<file path="src/rtl/digit_serial_adder.sv">
// digit_serial_adder: WIDTH-bit add through one 2-bit rca, one digit per clock, LSD first.
// Optional signed-overflow output ovf is built when DSA_OVERFLOW_EN is defined.

module rca (
  input  logic [1:0] A,
  input  logic [1:0] B,
  input  logic       Cin,
  output logic [1:0] Sum,
  output logic       Cout
);
  logic c0;

  assign Sum[0] = A[0] ^ B[0] ^ Cin;
  assign c0     = (A[0] & B[0]) | (A[0] & Cin) | (B[0] & Cin);
  assign Sum[1] = A[1] ^ B[1] ^ c0;
  assign Cout   = (A[1] & B[1]) | (A[1] & c0) | (B[1] & c0);
endmodule

module digit_serial_adder #(
  parameter int WIDTH = 8
) (
  input  logic             clk,
  input  logic             rst_n,
  input  logic             in_valid,
  output logic             in_ready,
  input  logic [WIDTH-1:0] a,
  input  logic [WIDTH-1:0] b,
  input  logic             cin,
  output logic             out_valid,
  input  logic             out_ready,
  output logic [WIDTH-1:0] sum,
  output logic             cout
`ifdef DSA_OVERFLOW_EN
  ,
  output logic             ovf
`endif
);
  localparam int DIGITS = WIDTH / 2;
  localparam int IDX_W  = (DIGITS > 1) ? $clog2(DIGITS) : 1;
  localparam logic [IDX_W-1:0] LAST_IDX = IDX_W'(DIGITS - 1);

  localparam logic [1:0] IDLE = 2'd0;
  localparam logic [1:0] BUSY = 2'd1;
  localparam logic [1:0] DONE = 2'd2;

  logic [1:0]       state;
  logic [WIDTH-1:0] a_r;
  logic [WIDTH-1:0] b_r;
  logic             carry;
  logic [IDX_W-1:0] idx;
  logic [1:0]       dig_a;
  logic [1:0]       dig_b;
  logic [1:0]       dig_sum;
  logic             dig_cout;
  logic             last;

  // Digit select: idx addresses bit pair {idx,0} of the latched operands.
  assign dig_a = a_r[{idx, 1'b0} +: 2];
  assign dig_b = b_r[{idx, 1'b0} +: 2];
  assign last  = (idx == LAST_IDX);

  rca u_rca (
    .A   (dig_a),
    .B   (dig_b),
    .Cin (carry),
    .Sum (dig_sum),
    .Cout(dig_cout)
  );

  assign in_ready  = (state == IDLE);
  assign out_valid = (state == DONE);

  always_ff @(posedge clk or negedge rst_n) begin
    if (!rst_n) begin
      state <= IDLE;
      a_r   <= '0;
      b_r   <= '0;
      carry <= 1'b0;
      idx   <= '0;
      sum   <= '0;
      cout  <= 1'b0;
`ifdef DSA_OVERFLOW_EN
      ovf   <= 1'b0;
`endif
    end else begin
      case (state)
        IDLE: begin
          if (in_valid) begin
            a_r   <= a;
            b_r   <= b;
            carry <= cin;
            idx   <= '0;
            state <= BUSY;
`ifdef DSA_OVERFLOW_EN
            ovf   <= 1'b0;
`endif
          end
        end
        BUSY: begin
          sum[{idx, 1'b0} +: 2] <= dig_sum;
          carry                 <= dig_cout;
          if (last) begin
            cout  <= dig_cout;
            state <= DONE;
`ifdef DSA_OVERFLOW_EN
            // Carry into the MSB is recovered from the MSB sum bit.
            ovf   <= a_r[WIDTH-1] ^ b_r[WIDTH-1] ^ dig_sum[1] ^ dig_cout;
`endif
          end else begin
            idx <= idx + 1'b1;
          end
        end
        DONE: begin
          if (out_ready) state <= IDLE;
        end
        default: state <= IDLE;
      endcase
    end
  end
endmodule

</file>
<file path="config.mk">
export PLATFORM = sky130hd
export DESIGN_NAME = digit_serial_adder
export DESIGN_NICKNAME = d
export VERILOG_FILES = /design/src/rtl/digit_serial_adder.sv
export SDC_FILE = /design/constraint.sdc
export NUM_CORES = 1
export LEC_CHECK = 0
export BUFFER_PORTS_ARGS = -buffer_cell sky130_fd_sc_hd__clkbuf_2
export CAP_MARGIN = 0
export CELL_PAD_IN_SITES_DETAIL_PLACEMENT = 0
export CELL_PAD_IN_SITES_GLOBAL_PLACEMENT = 1
export CORE_MARGIN = 2
export CORE_UTILIZATION = 46
export DETAILED_ROUTE_END_ITERATION = 10
export PLACE_DENSITY_LB_ADDON = 0.1
export SLEW_MARGIN = 10
export SYNTH_ARGS = -nofsm -noshare
export SYNTH_HDL_FRONTEND = slang
export SYNTH_SLANG_ARGS = --single-unit
export TNS_END_PERCENT = 100
</file>
<file path="constraint.sdc">
create_clock -name clk -period 4 [get_ports clk]
set_input_delay 0.6 -clock clk [delete_from_list [all_inputs] [get_ports clk]]
set_output_delay 0.6 -clock clk [all_outputs]
set_load 0.005 [all_outputs]
</file>
==> results of run 1 <==
report_power, final:
group / internal [mW] / switching [mW]
logic: 0.344 / 0.292
clock network: 0.0851 / 0.101
registers: 0.442 / 0.126
cell usage after synthesis:
cell type,number,share of area
a22o_1,1,0.0060
a22oi_1,1,0.0051
a31oi_1,1,0.0043
buf_2,1,0.0034
buf_4,1,0.0051
buf_6,1,0.0077
buf_8,1,0.010
dfrtp_1,30,0.51
fa_1,2,0.027
ha_1,6,0.051
inv_1,4,0.010
mux2_2,20,0.15
mux4_2,4,0.062
nand2_1,10,0.026
nand2b_1,4,0.017
nand3b_1,3,0.015
nor2_1,5,0.013
nor2b_1,2,0.0086
nor3b_1,1,0.0051
nor3b_4,1,0.013
o21ai_0,1,0.0034
o31ai_1,5,0.026
o41ai_1,2,0.012
sequential cells by signal, summed over array words and instances (netlist names):
register	count
b_r	8
sum	8
cout	1
idx	2
carry	1
state	2
a_r	8
final timing paths:
kind | end | slack [ns]
min in group clk | state[1] | 0.44
setup / recovery | sum[1] | 1.33
max in group asynchronous | a_r[3] | 3.20
hold / removal | sum[0] | 0.32
hold reg to reg | sum[6] | 0.48
setup reg to reg | sum[1] | 1.33
per-stage QoR:
stage	cells	hold WS, ns
4_1_cts	186	0.3375
3_5_place_dp	178	0.4714
5_1_grt	186	0.3565
6_report	186	0.3250
2_1_floorplan	107	0.3044
3_3_place_gp	178	0.4615
final cells by class:
cell class,count,area share
flip-flops and latches,30,0.4438
inverters,4,0.008876
clock buffers,7,0.03254
well taps,44,0.03254
clock inverters,1,0.002959
multi-input cells,69,0.3876
repair buffers,31,0.09172
metal layers:
metal	vias up	wire, µm
met5	-	0
met4	0	40
met3	5	99
met2	21	1213
met1	461	1091
li1	446	-
critical path, delay by kind of cell, from the launching register on:
family / cells / cell delay [ns]
fa+ha+maj: 2 / 0.89
mux: 2 / 0.84
simple gates: 2 / 0.16
flops: 1 / 0.67
logic make-up (layout without fill, tap and decap cells):
kind of cell | count (synthesis) | after routing | synth area share
multiplexers | 24 | 24 | 0.2159
AO/OA/AOI/OAI | 11 | 11 | 0.05656
adder cells (fa/ha/maj) | 8 | 8 | 0.07883
flip-flops | 30 | 30 | 0.5141
AND/OR/NAND/NOR | 26 | 26 | 0.09769
buffers and inverters | 8 | 43 | 0.03684
==> results by group, run 1 <==
Floorplanning
  – Die width: roughly 60 µm
  – Die footprint: 3641 µm²
  – Core Footprint: 3028 µm²
  – Die Ht: 60.34 µm
  – Rows: 20
  – I/O pins: 32
  – Starting Density: 0.4822

Critical path
  – Worst Setup SP: idx[0]
  – Max FO, Critical Path: 13
  – CP required: 4.21 ns
  – Cells along the critical path: mux4_2 -> fa_1 -> fa_1 -> nand2b_1 -> nor2_1 -> mux2_2
  – Startpoint types: flip-flop
  – FF-to-FF path depth: 6
  – Crit path kind: flip-flop to flip-flop
  – CP endpoint kind: flip-flop
  – Worst r2r src: idx[0]
  – CP max-delay cell: dfrtp_1
  – Most used cell, CP: fa_1
  – CP max stage delay: approximately 0.67 ns
  – Critical Path AT: 2.88 ns

Timing
  – Slew Viols, Final: 0
  – Final setup margin: 1.331 ns
  – Tightest Pin Transition: 0.7981 ns
  – RSZ-0062 raised after global routing: no
  – Fmax: 0.3746 GHz
  – Min cycle time layout: 2.669 ns
  – Final hold vios: 0
  – Clk_skew: between 0.006 and 0.007 ns
  – Worst slew margin: 0.4674
  – Period Utilization, post-route: 0.6673
  – Fin Setup TNS: 0 ns
  – Final setup fails: 0

Clocking
  – Post-CTS Setup Repair Bufs: 0
  – Post-CTS Hold Fix Bufs: 0
  – Clock Sinks: 30
  – Resize count post-CTS: 0
  – TritonCTS Buffers: 5
  – CTS root buffer: clkbuf_4
  – Clk pin slew, worst setup/hold paths: 0.09 ns
  – CTS Buffer Depth: 2
  – Clk Latency, worst-skew pair: about 0.32 ns
  – CTS tree: done
  – H-tree depth: 2

Finish
  – Most frequent cells in the layout: clkbuf_2, dfrtp_1, mux2_2, nand2_1, ha_1
  – Commonest non-fill, non-tap cell in the layout: clkbuf_2
  – Post-layout util: 0.5587
  – FF/Latch Area: around 750 µm²
  – Post-route cell area: approximately 1700 µm²
  – Fraction of layout cells with a size suffix above 1: 0.4437
  – Area grow syn2layout: 15.85%
  – ANT cells: 0
  – Fin nets: 170
  – Fill cells: ~280
  – Multi-input logic area: between 600 and 700 µm²

Global routing
  – Largest net degree at the start of global routing: 31
  – First-pass GRT wire length: between 4000 and 5000 µm
  – Initial antenna violation count: 0
  – Met2 usage: 0.2671
  – Routing usage on met3: 0.06610
  – GRT overflow: 0
  – Total GRT Usage: 0.1608
  – GRT busiest layer: met2
  – Vias in the first global route: roughly 900
  – Met1 Track Usage GR: 0.1844

Placed design
  – Pre-CTS WS: 1.323 ns
  – Port Buffers: 31
  – Post-DP Area: 1632 µm²
  – Final Wtd Congestion: roughly 0.72
  – HPWL after detailed placement: 1877 µm

Yosys
  – Flops & latches, synth: 30
  – Synthesized area: around 1500 µm²
  – Syn nets: 136
  – Ys Warns: 0
  – Cells after synthesis: 107
  – Register area share after synthesis: 0.5141
  – Distinct cells, synth: 23
  – Synth Area per Inst: 13.65 µm²

Pwr
  – Power, Total: 1.391 mW
  – Pwr per Cell Area: a little over 800 nW/µm²
  – Peak supply drop: about 0.35 mV
  – Lkg Pwr: ~0.79 nW

Detailed routing
  – Detailed-route via count: slightly above 900
  – Residual DRC: 0
  – Routed Antenna Nets: 0
  – Pre-Repair DR Iteration Count: 4
  – Post-DR wirelength/cell: 13.14 µm
  – Via density: 5.016
  – Wirelength, routed: 2444 µm
  – DRT iter0 DRCs: 13

Hold path
  – Hold Path Class: input pin to asynchronous set/reset pin

Run status
  – Status: finished clean

Flow run
  – Max_cap viols: 0
(Power assumes the default switching activity.)
==> run 2, diff against run 1 <==
- CORE_UTILIZATION: 46 -> 38
- clock period: 4 -> 2.3 ns (I/O delays scaled with it)
==> results by group, run 2 (synthesis results as in run 1) <==
Placed design
  – HPWL after detailed placement: around 2000 µm
  – Final Wtd Congestion: ~0.72
  – Pre-CTS WS: -0.03783 ns
  – Port Buffers: 31
  – Inst Count DP: 186

Floorplanning
  – Starting Density: 0.3959
  – Die Ht: 65.99 µm
  – Die footprint: 4354 µm²
  – Die width: 65.99 µm
  – Core Footprint: 3689 µm²
  – I/O pins: 32
  – Rows: 22

Finish
  – Commonest non-fill, non-tap cell in the layout: clkbuf_2
  – Largest registers: a_r x8, b_r x8, sum x8
  – Fraction of layout cells with a size suffix above 1: 0.4898
  – Post-layout util: 0.4956
  – Fill cells: ~360
  – ANT cells: 0
  – Fin nets: 175
  – Most frequent cells in the layout: clkbuf_2, dfrtp_1, mux2_2, nand2_1
  – Final instance count without filler cells: 195
  – Area grow syn2layout: 25.19%

Critical path
  – CP top delay family: adder cells
  – Crit path kind: flip-flop to flip-flop
  – Critical Path AT: ~2.5 ns
  – Worst R2R Setup Slack: 0.01 ns
  – Worst Setup SP: idx[0]
  – Worst r2r src: idx[0]
  – Crit path buffers/inverters: 0
  – Startpoint types: flip-flop
  – CP max stage delay: 0.53 ns
  – CP required: 2.48 ns
  – CP max-delay cell: mux4_2
  – Critical path capture point: sum[1]
  – Cells along the critical path: mux4_2 -> fa_2 -> fa_1 -> nand2b_1 -> nor2_1 -> mux2_2
  – Max FO, Critical Path: 3
  – RR Endpoint: sum[1]
  – CP endpoint kind: flip-flop
  – FF-to-FF path depth: 6
  – Critical path depth: 6

Detailed routing
  – Routed Antenna Nets: 0
  – Post-DR wirelength/cell: 13.83 µm
  – Pre-Repair DR Iteration Count: 4
  – Detailed-route via count: 949
  – Via density: 4.867
  – Wirelength, routed: 2697 µm
  – DRT iter0 DRCs: 44
  – Residual DRC: 0

Clocking
  – TritonCTS Buffers: 5
  – CTS tree: done
  – Clock Sinks: 30
  – CTS Buffer Depth: 2
  – H-tree depth: 2
  – Clk Latency, worst-skew pair: 0.29 ns
  – CTS root buffer: clkbuf_8
  – Clk pin slew, worst setup/hold paths: 0.07 ns

Pwr
  – Power, Total: 2.856 mW
  – Peak supply drop: 0.5111 mV
  – Lkg Pwr: approximately 0.85 nW
  – Pwr per Cell Area: 1562 nW/µm²

Timing
  – Worst slew margin: 0.5064
  – Tightest Pin Transition: 0.7405 ns
  – RSZ-0062 raised after global routing: yes
  – Final setup fails: 0
  – Min cycle time layout: 2.288 ns
  – Clk_skew: 0.003296 ns
  – Final setup margin: ~0.012 ns
  – Final hold vios: 0
  – Period Utilization, post-route: 0.9950
  – Fmax: around 0.44 GHz
  – Slew Viols, Final: 0

Global routing
  – Initial antenna violation count: 0
  – Largest net degree at the start of global routing: 31
  – Vias in the first global route: 1,007
  – GRT overflow: 0
  – First-pass GRT wire length: 4678 µm
  – Total GRT Usage: 0.1481

Flow run
  – Max_cap viols: 0

Run status
  – Status: finished clean

Hold path
  – Hold Path Class: input pin to asynchronous set/reset pin
==> run 2: cell count changes in the layout (fill, tap and decap cells not counted) <==
cell and delta:
buf_4 +5, o41ai_2 +1, bufinv_16 +2, clkinv_2 -1
clkbuf_1 -1, o41ai_1 -1, dfrtp_1 -1, clkbuf_8 +5
clkbuf_4 -5, dfrtp_2 +1, fa_1 -1, fa_2 +1
==> run 2: how the worst min path moves through the flow <==
stage | start | end | slack (ns)
global placement | rst_n | sum[2] | 0.44
CTS | rst_n | sum[6] | 0.13
floorplan | rst_n | a_r[0] | 0.05
global route | rst_n | sum[6] | 0.17
finish | rst_n | sum[6] | 0.11
detailed placement | rst_n | sum[2] | 0.45
==> run 2: power by group <==
group	switching (mW)	leakage (nW)	internal [mW]
clock network	0.205	0.0714	0.462
logic	0.587	0.410	0.657
registers	0.171	0.371	0.774
total	0.963	0.852	1.89
==> run 2: repair_timing <==
item / 4_1_cts / 5_1_grt
gates resized for setup: 1 / 1
hold buffers: 0 / 0
buffers inserted: 0 / 1
pin swaps: 0 / 1
setup endpoints to repair: 2 / 4
==> run 2: area by class of cell <==
type	instances	area, µm²	share of cell area
tap	48	60.06	0.03285
multi-input combinational	69	665.6	0.3641
inverter	4	15.01	0.008214
timing repair buffer	36	192.7	0.1054
clock inverter	2	60.06	0.03285
sequential	30	752.0	0.4114
clock buffer	6	82.58	0.04517
==> run 2: metal layers <==
layer	wire length, µm	global-route usage
met5	0	0
met1	1224	0.1811
met4	71	0.09184
met2	1279	0.2273
met3	122	0.04600
==> run 2: metrics by stage <==
step	hold slack [ns]	setup TNS (ns)	area [µm²]
after floorplan	0.04941	-0.06991	1469
after detailed placement	0.4486	-0.06591	1669
after global routing	0.1707	-0.08988	1828
after global placement	0.4377	0	1669
after CTS	0.1340	-0.04404	1819
final	0.1095	0	1828
==> run 3, diff against run 2 <==
- CELL_PAD_IN_SITES_DETAIL_PLACEMENT: 0 -> unset
- CELL_PAD_IN_SITES_GLOBAL_PLACEMENT: 1 -> unset
- CORE_UTILIZATION: 38 -> 48
- CTS_CLUSTER_DIAMETER: unset -> 200
- PLACE_DENSITY: unset -> 0.75
- PLACE_DENSITY_LB_ADDON: 0.1 -> unset
==> results by group, run 3 (synthesis results as in run 1) <==
Pwr
  – Power, Total: 2.558 mW
  – Internal: 1.583 mW
  – Lkg Pwr: between 0.8 and 0.9 nW
  – Gate power share: 0.497
  – Clock power share: 0.127
  – Switching Fraction: 0.3811
  – Pwr per Cell Area: roughly 1500 nW/µm²
  – NetSw: 974.7 µW
  – Peak supply drop: 0.6821 mV
  – Sequential share of power: 0.376

Global routing
  – Total GRT Usage: 0.1784
  – Largest net degree at the start of global routing: 31
  – First-pass GRT wire length: roughly 4500 µm
  – Vias in the first global route: 1,010
  – GRT overflow: 0
  – Initial antenna violation count: 0

Critical path
  – Worst R2R Setup Slack: -0.02 ns
  – RR Endpoint: sum[1]
  – FF-to-FF path depth: 6
  – Critical Path AT: 2.56 ns
  – CP required: 2.54 ns
  – Startpoint types: flip-flop
  – Worst r2r src: idx[0]
  – Max FO, Critical Path: 3
  – CP endpoint kind: flip-flop
  – Crit path kind: flip-flop to flip-flop

Placed design
  – Inst Count DP: 171
  – Post-DP Area: 1650 µm²
  – HPWL after detailed placement: 2136 µm
  – Final Wtd Congestion: 0.8391
  – Port Buffers: 31

Finish
  – ANT cells: 0
  – Post-route cell area: 1730 µm²
  – Fraction of layout cells with a size suffix above 1: 0.4830
  – Post-layout util: 0.5811
  – Largest registers: a_r x8, b_r x8, sum x8
  – Commonest non-fill, non-tap cell in the layout: clkbuf_2
  – Final instance count without filler cells: 180
  – Most frequent cells in the layout: clkbuf_2, dfrtp_1, mux2_2, nand2_1, ha_1
  – Fin nets: 175
  – Area grow syn2layout: 18.51%

Timing
  – Final setup fails: 1
  – RSZ-0062 raised after global routing: yes
  – Final hold vios: 0
  – Final hold slack: roughly 0.046 ns
  – Clk_skew: 0.01165 ns
  – Final setup margin: -0.02271 ns
  – Worst slew margin: 0.5126
  – Period Utilization, post-route: 1.010
  – Fmax: 0.4305 GHz
  – Min cycle time layout: about 2.3 ns
  – Slew Viols, Final: 0
  – Tightest Pin Transition: 0.7311 ns

Run status
  – Failing checks: setup timing
  – Status: finished, violations left

Clocking
  – Clock Sinks: 30
  – Clk pin slew, worst setup/hold paths: 0.10 ns
  – Clk Latency, worst-skew pair: 0.34 ns
  – H-tree depth: 2
  – CTS root buffer: clkbuf_4
  – Post-CTS Hold Fix Bufs: 0
  – TritonCTS Buffers: 5
  – CTS Buffer Depth: 2
  – CTS tree: done

Floorplanning
  – Starting Density: 0.4903
  – Rows: 20
  – Core Footprint: between 2000 and 3000 µm²
  – Die Ht: 59.16 µm
  – Die width: 59.16 µm
  – Die footprint: about 3500 µm²
  – I/O pins: 32

Flow run
  – Max_cap viols: 0

Hold path
  – Hold Path Class: input pin to asynchronous set/reset pin

Detailed routing
  – Wirelength, routed: 2747 µm
  – Detailed-route via count: 992
  – Via density: 5.511
  – DRT iter0 DRCs: 24
  – Pre-Repair DR Iteration Count: 4
  – Routed Antenna Nets: 0
  – Post-DR wirelength/cell: 15.26 µm
  – Residual DRC: 0
-- run 3: repair_timing --
action / CTS / global route
pin swaps: 0 / 1
resized for setup: 1 / 1
cloned: 0 / 0
setup endpoints to repair: 3 / 4
setup buffers: 1 / 0
-- run 3: layer usage --
| layer | GRT usage | vias up | wire length (µm) |
|---|---|---|---|
| met1 | 0.2003 | 499 | 1062 |
| met4 | 0.04870 | 0 | 37 |
| met5 | 0 | - | 0 |
| met2 | 0.3143 | 28 | 1487 |
| li1 | - | 460 | - |
| met3 | 0.06987 | 5 | 159 |
-- run 3: area by class of cell --
cell class	instances	area (µm²)
repair buffers	36	192.7
well taps	33	41.29
multi-input cells	69	670.6
clock inverters	1	5.005
clock buffers	7	55.05
flip-flops and latches	30	750.7
inverters	4	15.01
fillers	256	1247
-- run 3: worst max-delay path, cell delays in order (launching register included) --
cell	delay, ns
dfrtp_1	0.42
mux4_2	0.55
fa_2	0.37
fa_1	0.47
nand2b_1	0.12
nor2_1	0.05
mux2_2	0.25
-- run 3: how the worst max path moves through the flow --
stage | slack, ns | startpoint | endpoint
5_1_grt | -0.12 | idx[0] | sum[1]
3_5_place_dp | -0.07 | idx[0] | sum[1]
3_3_place_gp | 0.01 | idx[0] | sum[1]
2_1_floorplan | -0.07 | idx[0] | sum[1]
4_1_cts | -0.05 | idx[0] | sum[1]
6_report | -0.02 | idx[0] | sum[1]
-- run 3: power by group through the flow --
stage | combinational, mW | sequential [mW] | clock, mW
6_report | 1.27 | 0.962 | 0.326
2_1_floorplan | 0.985 | 0.893 | 0
3_3_place_gp | 1.18 | 0.960 | 0
5_1_grt | 1.39 | 1.00 | 0.357
3_5_place_dp | 1.24 | 0.981 | 0
4_1_cts | 1.28 | 0.969 | 0.336
-- run 3: stage by stage --
step | TNS, ns | setup WS, ns
finish | -0.02271 | -0.02271
global placement | 0 | 0.01105
global route | -0.2112 | -0.1170
CTS | -0.04683 | -0.04683
detailed placement | -0.1271 | -0.07401
floorplan | -0.06991 | -0.06991
